$ cat src/rtl/piso_seq_ctrl.sv
// rtl/piso_seq_ctrl.sv - valid/ready parallel-in serial-out sequencer (optional parity: PISO_PARITY_EN)
module piso_seq_ctrl #(
    parameter int WIDTH = 4
) (
    input  logic             clk,
    input  logic             rst,
    input  logic             in_valid,
    output logic             in_ready,
    input  logic [WIDTH-1:0] in_data,
    input  logic             msb_first,
    output logic             sout,
    output logic             sout_valid,
    input  logic             sout_ready,
    output logic             frame_start,
    output logic             busy,
    output logic             done
);

    localparam logic [1:0] S_IDLE  = 2'd0;
    localparam logic [1:0] S_SHIFT = 2'd1;
    localparam logic [1:0] S_DONE  = 2'd2;

    localparam int CW = $clog2(WIDTH + 2);
`ifdef PISO_PARITY_EN
    localparam int FLEN = WIDTH + 1;
`else
    localparam int FLEN = WIDTH;
`endif
    localparam logic [CW-1:0] LAST = CW'(FLEN - 1);

    logic [1:0]       state;
    logic [WIDTH-1:0] data;
    logic             order;
    logic [CW-1:0]    cnt;
    logic             head;
    logic             bit_out;

    assign head = order ? data[WIDTH-1] : data[0];

`ifdef PISO_PARITY_EN
    logic par;

    // The parity bit trails the data bits once the counter has passed them.
    assign bit_out = (cnt == CW'(WIDTH)) ? par : head;

    always_ff @(posedge clk or posedge rst) begin
        if (rst) begin
            par <= 1'b0;
        end else if (state == S_IDLE && in_valid) begin
            par <= ^in_data;
        end
    end
`else
    assign bit_out = head;
`endif

    always_ff @(posedge clk or posedge rst) begin
        if (rst) begin
            state <= S_IDLE;
            data  <= '0;
            order <= 1'b0;
            cnt   <= '0;
        end else begin
            case (state)
                S_IDLE: begin
                    if (in_valid) begin
                        data  <= in_data;
                        order <= msb_first;
                        cnt   <= '0;
                        state <= S_SHIFT;
                    end
                end
                S_SHIFT: begin
                    if (sout_ready) begin
                        data  <= order ? {data[WIDTH-2:0], 1'b0} : {1'b0, data[WIDTH-1:1]};
                        cnt   <= cnt + CW'(1);
                        if (cnt == LAST) begin
                            state <= S_DONE;
                        end
                    end
                end
                S_DONE: begin
                    state <= S_IDLE;
                end
                default: begin
                    state <= S_IDLE;
                end
            endcase
        end
    end

    // All handshake outputs decode from state alone, so no valid/ready combinational path exists.
    assign in_ready    = (state == S_IDLE);
    assign sout_valid  = (state == S_SHIFT);
    assign done        = (state == S_DONE);
    assign busy        = (state == S_SHIFT) || (state == S_DONE);
    assign frame_start = (state == S_SHIFT) && (cnt == '0);
    assign sout        = sout_valid & bit_out;

endmodule

$ cat config.mk
export PLATFORM = sky130hd
export DESIGN_NAME = piso_seq_ctrl
export DESIGN_NICKNAME = d
export VERILOG_FILES = /design/src/rtl/piso_seq_ctrl.sv
export SDC_FILE = /design/constraint.sdc
export NUM_CORES = 1
export LEC_CHECK = 0
export CAP_MARGIN = 20
export CORE_AREA = 2 2 49 51
export DETAILED_ROUTE_END_ITERATION = 6
export DIE_AREA = 0 0 51 53
export DONT_BUFFER_PORTS = 1
export PLACE_DENSITY = 0.5
export SETUP_SLACK_MARGIN = 0.3
export SYNTH_ARGS = -nofsm -noshare
export SYNTH_HDL_FRONTEND = slang
export SYNTH_SLANG_ARGS = --single-unit
export TNS_END_PERCENT = 1
$ cat constraint.sdc
create_clock -name clk -period 1.64 [get_ports clk]
set_clock_uncertainty 0.2 [all_clocks]
set_input_delay 0.328 -clock clk [delete_from_list [all_inputs] [get_ports clk]]
set_output_delay 0.328 -clock clk [all_outputs]
set_load 0.02 [all_outputs]
* Word level (Yosys, flattened, before mapping)
Index checks and enable logic that the tools add are counted.
Storage, ports and cells: latch bits 0, output and inout port bits 6, memories 0, bits in registers 10, bits in read-only memories 0, logic and storage cells 32, bits in writable memories 0
Cells by class: div/mod/pow operators 0, bitwise operators 1, shift operators 0, reduce and logical (&&, ||, !) cells 8, magnitude comparators 0, $mul 0, equality and inequality tests 6, add/sub/neg operators 1, muxes and demuxes 12
Operators by type and width (number):
- 2-to-1 mux 4 bit | 3
- case mux 4 bit (2 select lines) | 1
- 2-to-1 mux 2 bit | 3
- 2-to-1 mux 3 bit | 2
- case mux 3 bit (2 select lines) | 1
- AND reduction 3 bit | 2
- inequality test 2 x 1 -> 1 bit (second input constant) | 2
- case mux 2 bit (2 select lines) | 1
- adder 3 x 1 -> 3 bit (second input constant) | 1
- == test 3 x 2 -> 1 bit (second input constant) | 1
- logical NOT 3 bit | 1
- == test 2 x 1 -> 1 bit (second input constant) | 1
- == test 2 bit (second input constant) | 1
- logical NOT 2 bit | 1
- inequality test 2 bit (second input constant) | 1
- AND reduction 2 bit | 1
- nonzero test 2 bit | 1
- AND 1 bit | 1
- logical AND 1 bit | 1
- logical OR 1 bit | 1
- 2-to-1 mux 1 bit | 1

* Logic depth before layout (Yosys ltp)
Gate-level depths: netlist of the first run.
depth after elaboration 4, depth in mapped cells 7

* Worst setup path after synthesis of the first run
OpenSTA, ideal clock, no wires.
kind register to register, start reg state[1], end reg data[0], setup slack -0.286 ns, path buffers 1, stages on the path, launching flop included 7, library setup time 0.128 ns, arrival 1.599 ns, clock period less this slack 1.926 ns, cell sequence dfrtp_1 -> inv_1 -> ha_1 -> buf_2 -> inv_2 -> a211oi_4 -> mux2_1
On the way: cells in the longest elaborated chain, start to end 3, elaborated cells between the ends (all ways) 7, classes of those cells 3 x eq/ne; 1 x mux; 3 x reduce/logical
Ends and longest elaborated chain:
- start: declaration | line 31 | logic [1:0] state;
- start signal: assignment | line 59 | state <= S_IDLE;
- start signal: assignment | line 70 | state <= S_SHIFT;
- start signal: assignment | line 78 | state <= S_DONE;
- == test 2 x 1 -> 1 bit *
- named net sout_valid | line 12 | output logic sout_valid,
- inequality test 2 x 1 -> 1 bit (no source line) / nonzero test 2 bit (equally long branches)
- AND reduction 3 bit (no source line)
- end signal: assignment | line 67 | data <= in_data;
- end signal: assignment | line 75 | data <= order ? {data[WIDTH-2:0], 1'b0} : {1'b0, data[WIDTH-1:1]};
- end: declaration | line 32 | logic [WIDTH-1:0] data;
The timed path passes the listed nets; every way through them passes the cells marked *. A chain may end at the register's enable or synchronous reset.

* Worst setup path after layout of the first run
start reg state[0], end reg data[0]
On the way: cells in the longest elaborated chain, start to end 3, elaborated cells between the ends (all ways) 7, classes of those cells 3 x eq/ne; 1 x mux; 3 x reduce/logical
Ends and longest elaborated chain:
- == test 2 x 1 -> 1 bit / logical NOT 2 bit (equally long branches) | line 64 | case (state)
- inequality test 2 x 1 -> 1 bit (no source line), or another cell as far along
- AND reduction 3 bit (no source line)
Several ways; a longest one is shown, not always the timed one.

==> summary.txt, run 1 <==
Outcome
  • Status: complete, but fails checks
  • Failing checks: setup timing

Placement
  • Port Buffers: 0
  • Routability cong.: approximately 0.70
  • Post-detail-place hpwl: 1270 um

Global route
  • Vias in the first global route: 606
  • Largest net degree at the start of global routing: 11
  • GRT Overall Usage: 14.1%
  • First-pass GRT wire length: around 2700 um
  • GRT overflow: 0
  • Initial antenna violation count: 0

Logic synthesis
  • Synth Net Count: 91
  • Yosys reg bits: 10
  • Synth async-reset ratio: between 90% and 100%
  • Share of the synthesized area in the top cell type: between 30% and 40%
  • Top cells by area, synth: dfrtp_1 (34%), ha_1 (12%), mux2i_1 (5.4%)
  • Mapped Area: approximately 740 sq um
  • Top-count cell post-synth: dfrtp_1
  • Yosys warns: 0
  • Area leader, netlist: dfrtp_1
  • Count of flip-flops with a built-in enable after synthesis: 0
  • Post-Synthesis Cells: 75
  • Syn Area/Cell: between 9 and 10 sq um
  • Synth cell count leaders: dfrtp_1 (10), ha_1 (7), inv_1 (7), mux2i_1 (4), nor2_1 (4)
  • Sequential area share after synthesis: between 30% and 40%
  • Ys flop type: dfrtp_1
  • Synth cell types: 34

Floorplanning
  • Initial Utilization: between 30% and 40%
  • FP Rows: 17
  • Core area: about 0.0021 sq mm
  • Die height: between 50 and 60 um
  • Die X: between 50 and 60 um
  • Ports: 15
  • DIE AREA: around 0.0027 sq mm

Pwr
  • Cell Pwr Density: 2130 mW/mm^2
  • Static Leak: 0.490 nW
  • Overall power: around 2.3 mW
  • Max VDD drop: roughly 1100 uV

Cells and area
  • Area grow syn2layout: 46.0%
  • Diode count: 0
  • Final #Nets: 115
  • Share of cells above drive strength 1: between 50% and 60%

Flow run
  • Max cap viols: 0

Timing
  • Setup-failing EPs final: 14
  • Final Slew Violations: 0
  • Final min period: about 1.8 ns
  • F_max: 560 MHz
  • PnR worst setup slack: -0.145 ns
  • Final Cycle Share: 109%
  • Worst hold slack: roughly 0.023 ns
  • Worst Max-Slew Pin Slew: 0.399 ns
  • Slew HR: approximately 73%
  • Final Hold Fails: 0
  • RSZ-0062 raised after global routing: yes

Clock tree
  • H-tree depth: 1
  • Clock latency on the worst-skew pair: ~0.27 ns
  • CTS tree: built
  • CTS Buffer Depth: 2
  • Clock Pin Slew Worst Setup and Hold Paths: about 0.07 ns
  • CTS Root Cell: clkbuf_4
  • Clk sinks: 10
  • CTS buffer count: 3

Hold path
  • Hold path start: sout_ready
  • Hold Path Sink: data[1]
  • Hold/Removal Path Class: input port to flop
  • Worst Hold Depth: 1

Route
  • WL met3: approximately 84 um
  • Wire length on met1: 789 um
  • DRC: 0
  • WL final: approximately 1700 um
  • Drt via density: between 5 and 6
  • Top Metal Used: met4
  • Initial drt markers: 2
  • DR vias: between 600 and 700
  • Detailed Routing Iterations Pass 1: 4
  • Met2 wire len: 777 um
  • Routed wire per std cell: about 13 um
  • Final ANT Viol Nets: 0

Setup path
  • Crit path capture type: flop
  • Setup CP Type: flop to flop
  • CP max FO: 5
  • R2R depth: 5
  • Reg-to-Reg Start: state[0]
  • Worst EP arrival: between 1.5 and 2 ns
  • Critical R2R Capture: data[0]
  • CP required: roughly 1.6 ns
  • Worst reg-to-reg setup slack: -0.15 ns
  • Startpoint Class: flop
==> sequential cells by signal, indices dropped and copies added (netlist names) <==
name	cells
cnt	3
data	4
order	1
state	2
==> placed cells by master, fill, tap and decap left out, types with 2 or more instances in the layout <==
cell type and instances:
nor2b_4 2, buf_6 8, ha_4 3, nor3b_1 2
mux2_4 2, clkbuf_4 3, buf_4 13, nand2_1 2
inv_2 3, o21ai_0 2, mux2_2 2, mux2i_1 3
nand3_1 2, inv_1 5, ha_1 4, nor2_1 3
dfrtp_1 10, nand4_1 2, o22ai_1 2, a221o_2 2
dlygate4sd3_1 2
==> critical path, cell delays in order (launching register included) <==
cell and delay (ns):
dfrtp_1 0.43, ha_4 0.21, buf_6 0.12, nor2b_4 0.12, a211oi_4 0.27, mux2_4 0.32
==> cell families after synthesis <==
kind of cell	Yosys count	share of synthesized area [%]
and+or+nand+nor	22	17.9
DFF	10	33.8
AOI/OAI and AO/OA	15	17.8
muxes	8	11.5
adders and majority gates	7	11.8
buffers and inverters	13	7.11
==> layout make-up <==
class / count / area [sq um]
Multi-Input combinational cell: 52 / 514
Tap cell: 28 / 35.0
Sequential cell: 10 / 250
Fill cell: 195 / 1070
Clock buffer: 4 / 36.3
Inverter: 9 / 36.3
Timing Repair Buffer: 23 / 208
==> through the flow <==
stage          instance area (sq um)  worst slack (ns)  std cells  TNS (ns)  util, %
2_1_floorplan                    793           -0.0964         75    -0.378        -
3_3_place_gp                     908           -0.0413        113   -0.0842     42.3
3_5_place_dp                     908           -0.0661        113    -0.144     42.3
4_1_cts                         1060            -0.144        125     -1.11     49.4
5_1_grt                         1080            -0.199        126     -1.84     50.3
6_report                        1080            -0.145        126     -1.21     50.3
==> power by group <==
| group | internal, mW | switching, mW | total (mW) |
|---|---|---|---|
| Combinational | 0.913 | 0.675 | 1.59 |
| Sequential | 0.364 | 0.125 | 0.489 |
| Clock | 0.135 | 0.0891 | 0.224 |
| Total | 1.41 | 0.889 | 2.30 |
==> worst max path at each step <==
| stage | start | end | slack, ns | depth (start not counted) |
|---|---|---|---|---|
| after floorplan | state[1] | data[0] | -0.1 | 6 |
| after global placement | state[0] | data[3] | -0.04 | 5 |
| after detailed placement | state[0] | data[0] | -0.07 | 5 |
| after CTS | state[1] | sout | -0.14 | 6 |
| after global routing | state[1] | sout | -0.20 | 6 |
| final | state[0] | data[0] | -0.15 | 5 |
==> metal layers <==
| layer | global-route usage [%] | vias up |
|---|---|---|
| met5 | 0 | - |
| met2 | 22.9 | 12 |
| li1 | - | 312 |
| met4 | 4.05 | 0 |
| met1 | 16.8 | 311 |
| met3 | 6.21 | 2 |
==> timing repair <==
action | 4_1_cts | 5_1_grt
resized for setup | 13 | 3
endpoints found under the hold margin | 10 | 1
pin swaps | 5 | 1
cloned | 0 | 0
setup endpoints to repair | 16 | 16
buffers inserted | 7 | 0
hold buffers | 1 | 1
(Power assumes the default switching activity.)
==> run 2, diff against run 1 <==
--- a/config.mk
+++ b/config.mk
@@ -7,6 +7,7 @@
 export LEC_CHECK = 0
 export CAP_MARGIN = 20
 export CORE_AREA = 2 2 49 51
+export CTS_CLUSTER_DIAMETER = 40
 export DETAILED_ROUTE_END_ITERATION = 6
 export DIE_AREA = 0 0 51 53
 export DONT_BUFFER_PORTS = 1
@@ -15,4 +16,4 @@
 export SYNTH_ARGS = -nofsm -noshare
 export SYNTH_HDL_FRONTEND = slang
 export SYNTH_SLANG_ARGS = --single-unit
-export TNS_END_PERCENT = 1
+export TNS_END_PERCENT = 100
==> summary.txt, run 2 (synthesis results as in run 1) <==
Clock tree
  • Clk sinks: 10
  • CTS Buffer Depth: 2
  • Clock latency on the worst-skew pair: about 0.27 ns
  • CTS buffer count: 3
  • Clock Pin Slew Worst Setup and Hold Paths: about 0.070 ns
  • CTS tree: built
  • H-tree depth: 1
  • CTS Root Cell: clkbuf_4

Setup path
  • Critical path, cell by cell: buf_6, inv_4, ha_4, nor2b_4, a211oi_4, mux2_4
  • Slowest stage delay, CP: between 0.4 and 0.5 ns
  • Setup CP Type: flop to flop
  • Startpoint Class: flop
  • Worst path top cell family by delay: flip-flops
  • Reg-to-Reg Start: state[0]
  • CP max FO: 5
  • Worst EP arrival: between 1.5 and 2 ns
  • Buffer and inverter count on the worst path: 2
  • Beginning of the critical path: state[0]
  • CP max stage cell: dfrtp_1
  • Worst reg-to-reg setup slack: -0.16 ns
  • Crit path capture type: flop
  • CP required: between 1.5 and 2 ns

Cells and area
  • Biggest register: data
  • Commonest non-fill, non-tap cells in the layout: buf_4 (17), dfrtp_1 (10), buf_6 (9)
  • Core Util, Final: between 50 and 60%
  • Biggest regs: data: 4 flops, cnt: 3 flops, state: 2 flops
  • Share of cells above drive strength 1: between 50% and 60%
  • Area grow syn2layout: 56.9%
  • Design Area, Final: roughly 0.0012 sq mm
  • Diode count: 0
  • Final #Nets: 120
  • Fill cells: 191
  • Most common cell after layout, fill and taps aside: buf_4
  • Sequential Area: 250 sq um
  • Area of the multi-input gates: 551 sq um
  • Flip-flop count of the largest register after layout: 4

Timing
  • Slew HR: around 74%
  • F_max: 557 MHz
  • Final Hold Fails: 0
  • Worst Max-Slew Pin Slew: approximately 0.39 ns
  • Setup-failing EPs final: 15
  • Final Cycle Share: 110%
  • Final min period: about 1.8 ns
  • Final Slew Violations: 0
  • PnR worst setup slack: -0.157 ns
  • RSZ-0062 raised after global routing: yes

Placement
  • Post-detail-place hpwl: between 1000 and 1500 um
  • Port Buffers: 0
  • Placed cell area: around 920 sq um
  • Routability cong.: approximately 0.75

Global route
  • Largest net degree at the start of global routing: 11
  • GRT overflow: 0
  • Routing usage on met2: between 20% and 30%
  • GRT Overall Usage: 15.6%
  • First-pass GRT wire length: about 3000 um
  • Met3 GRT Util: 5.93%
  • Met1 global-route usage: 17.5%
  • GRT Max-Usage Layer: met2
  • Vias in the first global route: about 670
  • Initial antenna violation count: 0

Floorplanning
  • Die height: ~53 um
  • Initial Utilization: between 30 and 40%
  • Die X: 51 um
  • Core area: approximately 0.0021 sq mm
  • FP Rows: 17
  • DIE AREA: approximately 0.0027 sq mm
  • Ports: 15

Pwr
  • Max VDD drop: 1320 uV
  • Static Leak: between 0.5 and 0.6 nW
  • Overall power: 2.49 mW
  • Cell Pwr Density: about 2100 mW/mm^2

Route
  • Detailed Routing Iterations Pass 1: 2
  • Drt via density: approximately 4.9
  • Final ANT Viol Nets: 0
  • DRC: 0
  • DR vias: about 640
  • Initial drt markers: 3
  • Routed wire per std cell: between 10 and 15 um
  • WL final: 1730 um

Flow run
  • Max cap viols: 0

Outcome
  • Status: complete, but fails checks
  • Failing checks: setup timing

Hold path
  • Hold path start: sout_ready
  • Hold/Removal Path Class: input port to flop
## run 2: final cells by class
class	count	area share, %
multi-input cells	52	47.5
clock buffers	4	3.13
flip-flops and latches	10	21.6
repair buffers	28	21.5
inverters	9	3.34
well taps	28	3.02
## run 2: path summary, 6_finish.rpt
kind                           end  cells after the start
max reg2reg                data[3]                      6
min in group asynchronous  data[0]                      2
max                        data[3]                      6
max in group asynchronous    order                      2
min                        data[1]                      1
min reg2reg                 cnt[2]                      1
## run 2: routing by layer
layer | part of all wire, % | routed length [um]
met3 | 3.9 | 68
met4 | 0.98 | 17
met2 | 49 | 846
met5 | 0 | 0
met1 | 46 | 799
## run 2: where the power goes
group	total [mW]	switching, mW	internal (mW)
sequential	0.478	0.114	0.364
clock	0.224	0.0886	0.135
combinational	1.78	0.743	1.04
total	2.49	0.945	1.54
## run 2: per-stage QoR
step | hold WS [ns] | setup TNS [ns] | instances | setup WS [ns]
final | 0.0249 | -1.12 | 131 | -0.157
after global routing | 0.0115 | -1.94 | 131 | -0.219
after CTS | 0.0102 | -1.11 | 130 | -0.150
after detailed placement | 0.0261 | -0.137 | 114 | -0.0643
after global placement | 0.0204 | -0.0813 | 114 | -0.0403
after floorplan | -0.0318 | -0.371 | 75 | -0.0958
## run 2: what timing repair did
action | 4_1_cts | 5_1_grt
hold buffers | 2 | 0
setup buffers | 10 | 1
gates cloned | 0 | 0
pin swaps | 6 | 2
endpoints found under the setup margin | 16 | 16
endpoints found under the hold margin | 11 | 0
gates resized for setup | 19 | 3
==> run 3, diff against run 2 <==
--- a/config.mk
+++ b/config.mk
@@ -6,13 +6,13 @@
 export NUM_CORES = 1
 export LEC_CHECK = 0
 export CAP_MARGIN = 20
-export CORE_AREA = 2 2 49 51
+export CORE_AREA = 2 2 46 48
 export CTS_CLUSTER_DIAMETER = 40
 export DETAILED_ROUTE_END_ITERATION = 6
-export DIE_AREA = 0 0 51 53
+export DIE_AREA = 0 0 48 50
 export DONT_BUFFER_PORTS = 1
-export PLACE_DENSITY = 0.5
-export SETUP_SLACK_MARGIN = 0.3
+export PLACE_DENSITY = 0.55
+export SETUP_SLACK_MARGIN = 0.15
 export SYNTH_ARGS = -nofsm -noshare
 export SYNTH_HDL_FRONTEND = slang
 export SYNTH_SLANG_ARGS = --single-unit
==> summary.txt, run 3 (synthesis results as in run 1) <==
Route
  • Initial drt markers: 16
  • DRC: 0
  • Detailed Routing Iterations Pass 1: 4
  • Final ANT Viol Nets: 0
  • WL final: approximately 1900 um
  • DR vias: 647
  • Routed wire per std cell: about 15 um
  • Drt via density: 5.13

Global route
  • First-pass GRT wire length: between 2000 and 3000 um
  • Vias in the first global route: 641
  • Largest net degree at the start of global routing: 11
  • GRT Overall Usage: between 10% and 20%
  • GRT overflow: 0
  • Initial antenna violation count: 0

Setup path
  • CP max FO: 4
  • Worst EP arrival: around 1.3 ns
  • Startpoint Class: flop
  • Crit path capture type: primary output
  • CP required: roughly 1.1 ns
  • Worst reg-to-reg setup slack: -0.14 ns
  • Setup CP Type: flop to primary output
  • Reg-to-Reg Start: state[1]
  • Beginning of the critical path: state[1]

Clock tree
  • CTS Buffer Depth: 2
  • H-tree depth: 1
  • Clock latency on the worst-skew pair: between 0.2 and 0.3 ns
  • Clk sinks: 10
  • CTS Root Cell: clkbuf_4
  • CTS buffer count: 3
  • Clock Pin Slew Worst Setup and Hold Paths: about 0.07 ns
  • CTS tree: built

Cells and area
  • Commonest non-fill, non-tap cells in the layout: buf_6 (15), dfrtp_1 (10), buf_4 (8)
  • Most common cell after layout, fill and taps aside: buf_6
  • Biggest regs: data: 4 flops, cnt: 3 flops, state: 2 flops
  • Flip-flop count of the largest register after layout: 4
  • Diode count: 0
  • Final #Nets: between 100 and 150
  • Biggest register: data
  • Core Util, Final: 61.5%
  • Area grow syn2layout: 58.2%
  • Share of cells above drive strength 1: a little under three fifths

Timing
  • Worst hold slack: around 0.023 ns
  • F_max: ~560 MHz
  • RSZ-0062 raised after global routing: yes
  • Final min period: 1.80 ns
  • TNS Setup: -1.01 ns
  • Slew HR: 73.0%
  • PnR worst setup slack: -0.161 ns
  • Setup-failing EPs final: 12
  • Worst Max-Slew Pin Slew: around 0.40 ns
  • Final Cycle Share: 110%
  • Final Hold Fails: 0
  • Final Slew Violations: 0

Pwr
  • Max VDD drop: 1150 uV
  • Cell Pwr Density: about 2200 mW/mm^2
  • Static Leak: between 0.5 and 0.6 nW

Floorplanning
  • DIE AREA: between 0.002 and 0.0025 sq mm
  • Ports: 15
  • Core area: between 0.0015 and 0.002 sq mm
  • Initial Utilization: 38.9%
  • Die X: between 40 and 50 um
  • Die height: approximately 50 um
  • FP Rows: 16

Placement
  • Post-detail-place hpwl: about 1200 um
  • Routability cong.: 0.772
  • Post-Place Setup Slack: -0.0777 ns
  • Port Buffers: 0

Outcome
  • Failing checks: setup timing
  • Status: complete, but fails checks

Flow run
  • Max cap viols: 0

Hold path
  • Hold path start: sout_ready
  • Hold/Removal Path Class: input port to flop
==> run 3: cell count changes in the layout (fill, tap and decap cells not counted), sizes merged <==
| cell | previous run | this run |
|---|---|---|
| buf | 26 | 23 |
| clkbuf | 4 | 3 |
==> run 3: final cells by class <==
cell class | instances | area (sq um)
clock buffers | 3 | 22.5
fillers | 152 | 732
inverters | 9 | 36.3
multi-input cells | 52 | 578
flip-flops and latches | 10 | 250
well taps | 27 | 33.8
repair buffers | 25 | 249
==> run 3: routing by layer <==
layer  GRT usage [%]  wire length, um
met2            27.6              921
met1            22.1              824
met4            5.41               24
met5               0                0
met3            9.16              130
==> run 3: worst paths after layout <==
kind	end	depth (start not counted)
min in group asynchronous	cnt[2]	2
max reg2reg	data[0]	6
min	data[1]	1
max in group asynchronous	data[3]	2
min reg2reg	cnt[2]	1
max	sout	6
==> run 3: through the flow <==
stage	cells	area [sq um]	power, mW
detailed placement	112	913	1.82
floorplan	75	800	1.47
global route	126	1170	2.68
CTS	124	1110	2.39
global placement	112	913	1.81
finish	126	1170	2.52
==> run 3: repair_timing <==
| action | in CTS | in global routing |
|---|---|---|
| hold buffers | 1 | 1 |
| endpoints found under the hold margin | 10 | 1 |
| pin swaps | 12 | 7 |
| resized for setup | 25 | 9 |
| setup buffers | 8 | 1 |
| endpoints found under the setup margin | 16 | 16 |
==> run 3: where the power goes <==
part	switching [mW]	leakage, nW	internal [mW]
clock	0.0887	0.0138	0.0850
sequential	0.116	0.123	0.364
combinational	0.785	0.396	1.08
==> run 3: worst max-delay path, stage by stage (launching register included) <==
cell and delay (ns):
dfrtp_1 0.39, inv_2 0.09, ha_4 0.18, inv_4 0.04, buf_6 0.12, nor2_4 0.07, buf_6 0.12
